[src/rtl/ring_pattern_gen.sv]
// ring_pattern_gen: emits bursts of a rotating bit pattern on a valid/ready
// output. A seed can be loaded, the rotate direction is chosen per beat, and
// the burst length is programmable.
//
// Optional feature macro: RING_PATTERN_PARITY_EN
//   When defined, adds number_parity (XOR reduction of number_out) and
//   err_inject (inverts number_parity during a handshake beat).
//
// Handshake: a beat transfers on any rising edge where out_valid and out_ready
// are both 1. While out_valid = 1 and out_ready = 0, number_out and the
// remaining count hold steady. out_valid never drops until that beat transfers,
// except on reset.
module ring_pattern_gen #(
  parameter int               WIDTH         = 8,
  parameter int               LEN_W         = 8,
  parameter logic [WIDTH-1:0] RESET_PATTERN = WIDTH'(8'h01)
) (
  input  logic             clk,
  input  logic             reset,
  input  logic             load,
  input  logic [WIDTH-1:0] load_data,
  input  logic             dir,
  input  logic             start,
  input  logic [LEN_W-1:0] burst_len,
  output logic             out_valid,
  input  logic             out_ready,
  output logic [WIDTH-1:0] number_out,
`ifdef RING_PATTERN_PARITY_EN
  output logic             number_parity,
  input  logic             err_inject,
`endif
  output logic             busy,
  output logic             done
);

  typedef enum logic [1:0] {
    IDLE = 2'd0,
    RUN  = 2'd1,
    DONE = 2'd2
  } state_t;

  state_t           state, state_next;
  logic [WIDTH-1:0] pattern, pattern_next;
  logic [LEN_W-1:0] remaining, remaining_next;
  logic             handshake;

  assign handshake = out_valid & out_ready;

  // State, pattern and beat counter registers with synchronous reset.
  always_ff @(posedge clk) begin
    if (reset) begin
      state     <= IDLE;
      pattern   <= RESET_PATTERN;
      remaining <= '0;
    end else begin
      state     <= state_next;
      pattern   <= pattern_next;
      remaining <= remaining_next;
    end
  end

  // Next-state logic: seed load and burst start in IDLE, rotate on each beat.
  always_comb begin
    state_next     = state;
    pattern_next   = pattern;
    remaining_next = remaining;
    case (state)
      IDLE: begin
        if (load) pattern_next = load_data;
        if (start) begin
          if (burst_len != '0) begin
            state_next     = RUN;
            remaining_next = burst_len;
          end else begin
            state_next = DONE;
          end
        end
      end
      RUN: begin
        if (handshake) begin
          pattern_next   = dir ? {pattern[WIDTH-2:0], pattern[WIDTH-1]}
                               : {pattern[0], pattern[WIDTH-1:1]};
          remaining_next = remaining - LEN_W'(1);
          if (remaining == LEN_W'(1)) state_next = DONE;
        end
      end
      DONE: begin
        state_next = IDLE;
      end
      default: begin
        state_next = IDLE;
      end
    endcase
  end

  // Status outputs decode directly from the state register.
  assign out_valid  = (state == RUN);
  assign busy       = (state == RUN);
  assign done       = (state == DONE);
  assign number_out = pattern;

`ifdef RING_PATTERN_PARITY_EN
  // Parity follows number_out in the same cycle; err_inject flips it only
  // for a beat that is actually transferring.
  assign number_parity = (^pattern) ^ (err_inject & handshake);
`endif

endmodule
[config.mk]
export PLATFORM = sky130hd
export DESIGN_NAME = ring_pattern_gen
export DESIGN_NICKNAME = d
export VERILOG_FILES = /design/src/rtl/ring_pattern_gen.sv
export SDC_FILE = /design/constraint.sdc
export NUM_CORES = 1
export LEC_CHECK = 0
export CORE_MARGIN = 2
export CORE_UTILIZATION = 40
export DETAILED_ROUTE_END_ITERATION = 6
export DONT_BUFFER_PORTS = 1
export GPL_TIMING_DRIVEN = 0
export HOLD_SLACK_MARGIN = 0.06
export MAX_ROUTING_LAYER = met4
export PLACE_DENSITY = 0.55
export SETUP_SLACK_MARGIN = 0.5
export SLEW_MARGIN = 20
export SYNTH_ARGS = -nofsm -noshare
export SYNTH_HDL_FRONTEND = slang
export SYNTH_SLANG_ARGS = --single-unit
[constraint.sdc]
create_clock -name clk -period 3.9 [get_ports clk]
set_clock_uncertainty 0.1 [all_clocks]
set_input_delay 0.975 -clock clk [delete_from_list [all_inputs] [get_ports clk]]
set_output_delay 0.975 -clock clk [all_outputs]
set_load 0.05 [all_outputs]
==> impl_metrics.ini <==
[outcome]
status = finished, violations left
failed_checks = DRC

[clocking]
ctsHtreeMaxLevel = 1
cts_root_buf = clkbuf_4
cts_tree = built
numClockSinks = 18
clock_path_buffers = 2
clk_latency_ns = 0.31
cts_buffers = 3
cts_setup_buffers = 0
cts_resized = 0
path_clk_slew_ns = 0.11
holdBufCountCts = 0

[die]
die_x_um = 59.0
ios = 33
fp.dieH_um = 59.0
core.rowCount = 19
start_util_pct = 43.1
core-area_um2 = 2810
die_area_um2 = 3480

[yosys]
synthCells = 152
synth.distinct_cells = 44
avgSynthCellArea_um2 = 7.95
synth_edf_count = 0
synth_warnings = 0
postSynth.asyncResetShare_pct = 0
syn-cell-area_um2 = 1210
syn_nets = 176
yosysSeqAreaShare_pct = 29.8
ys.flop_type = dfxtp_1
ys_ff_latch = 18

[setup_path]
cpMaxStageDelayCell = nor2b_1
worst-setup-path-type = flop to output pin
worstPathBufferInverterCount = 2
path_delay_family = simple AND/OR/NAND/NOR gates
worstRegToRegCells = 6
cp_cell_sequence = buf_2 > clkbuf_1 > nor2b_1
arrival_ns = 1.99
endpoint_kind = output pin
worst-path-max-fanout = 10
cp-start-kind = flop
crit_path_max_incr_delay_ns = 0.80
cp.depth = 3
crit_required_ns = 2.82

[global_routing]
grt_max_degree = 12
grt_first_pass_wirelength_um = 5260
antenna_found_initial = 0
grt.total_usage_pct = 20.1
grt_pass1_vias = 1133
globalRouteOverflowTotal = 0

[worst_hold_path]
hold_path_depth = 2
hp-class = flop to flop

[pwr]
power.density_nw_per_um2 = 458
leakagePower_nw = 0.494
ir_drop_v = 0.000270

[finish]
antennaDiodeCount = 0
final_common_cell = nand2_1
syn2layout_area_growth_pct = 6.21
drive_above_1_share_pct = 11.5
regArea_um2 = 360
utilization_pct = 45.8
fin_area_um2 = 1280
multiInputGateArea_um2 = 779
layout_common_cells = 21 x nand2_1, 18 x dfxtp_1, 12 x a21oi_1
nFillCells = 283
nNetsFinal = 181

[timing]
fmax_mhz = 326
finalSetupViolations = 0
worst_slew_pin_slew_ns = 0.918
slew_viol_final = 0
slew_headroom_pct = 38.7
fin_crit_sh_pct = 78.6
hold_viol = 0
tns_ns = 0
rsz0062_at_grt = false
post-route-min-period_ns = 3.06

[flow_run]
maxCapViolations = 0

[place]
globalplace.congestion = 0.869
port-buffer-count = 0
place_area_um2 = 1250
post-dp-hpwl_um = 2400

[routing]
post-route-drc-count = 3
postRouteAntennaNets = 0
drt_iter0_drc = 59
via_count = 1169
wl_per_cell_um = 17.1
via_per_inst = 6.25
firstDrtPassIters = 7
drt_wl_total_um = 3210
[synthesized netlist by cell type (2+ instances only)]
master | n | area (um2)
o21ai_1 | 3 | 15.0
nand2b_1 | 4 | 25.0
o31ai_1 | 3 | 22.5
nor2_1 | 9 | 33.8
nor3_1 | 3 | 15.0
clkbuf_1 | 4 | 15.0
inv_2 | 2 | 7.51
o211ai_1 | 9 | 67.6
buf_2 | 4 | 20.0
mux2i_1 | 10 | 100
nand3_1 | 2 | 10.0
inv_1 | 4 | 15.0
a21oi_1 | 12 | 60.1
nand4_1 | 3 | 18.8
o41ai_1 | 2 | 17.5
o311ai_1 | 2 | 17.5
o21ai_0 | 5 | 25.0
or4_4 | 2 | 22.5
nand2_1 | 21 | 78.8
o2111ai_1 | 4 | 35.0
a211o_1 | 2 | 17.5
nor2b_1 | 2 | 12.5
dfxtp_1 | 18 | 360
ha_1 | 2 | 25.0
[final timing paths]
path	from	endpoint	slack, ns
setup / recovery	state[1]	done	0.84
hold / removal	remaining[5]	remaining[5]	0.39
setup reg to reg	remaining[0]	remaining[4]	2.04
hold reg to reg	remaining[5]	remaining[5]	0.39
[cells by family (layout without fill, tap and decap cells)]
group,count (synthesis),count (layout),share of synthesized area [%]
mux,10,10,8.28
simple gates,54,54,23.1
compound gates,52,52,31.1
flops,18,18,29.8
buf+inv,16,20,5.69
fa+ha+maj,2,2,2.07
[layer usage]
layer  share of wire, %  vias up  GRT usage, %  wire, um
met2                 48       51          35.2      1550
met5                  0        -             -         0
li1                   -      572             -         -
met4               0.44        0          3.90        14
met3                 11        2          6.33       348
met1                 40      544          22.4      1290
[sequential cells by signal, summed over array words and instances, names as in the netlist]
name	count
remaining	8
number_out	8
state	2
[where the power goes]
group,switching [mW],internal [mW]
Combinational,0.119,0.0741
Sequential,0.0656,0.209
Clock,0.0637,0.0570
[cell type report]
cell class,count,share of cell area [%]
multi-input combinational,118,60.7
sequential,18,28.1
buffer,10,3.61
tap,31,3.02
clock buffer,4,2.83
inverter,6,1.75
[worst reg2reg max path, stage by stage, from the launching register on]
cell,delay (ns)
dfxtp_1,0.38
inv_1,0.12
ha_1,0.17
nor3b_1,0.46
nor2b_1,0.10
o311ai_1,0.31
o31ai_1,0.11
[metrics by stage]
step           total power, mW  cells  setup slack [ns]  hold WS (ns)
2_1_floorplan            0.429    152              1.36         0.358
3_3_place_gp             0.468    183              1.18         0.376
3_5_place_dp             0.470    183              1.18         0.380
4_1_cts                  0.591    187             0.829         0.397
5_1_grt                  0.627    187             0.759         0.423
6_report                 0.588    187             0.835         0.395
No activity file was read; power rests on OpenSTA's default activity.
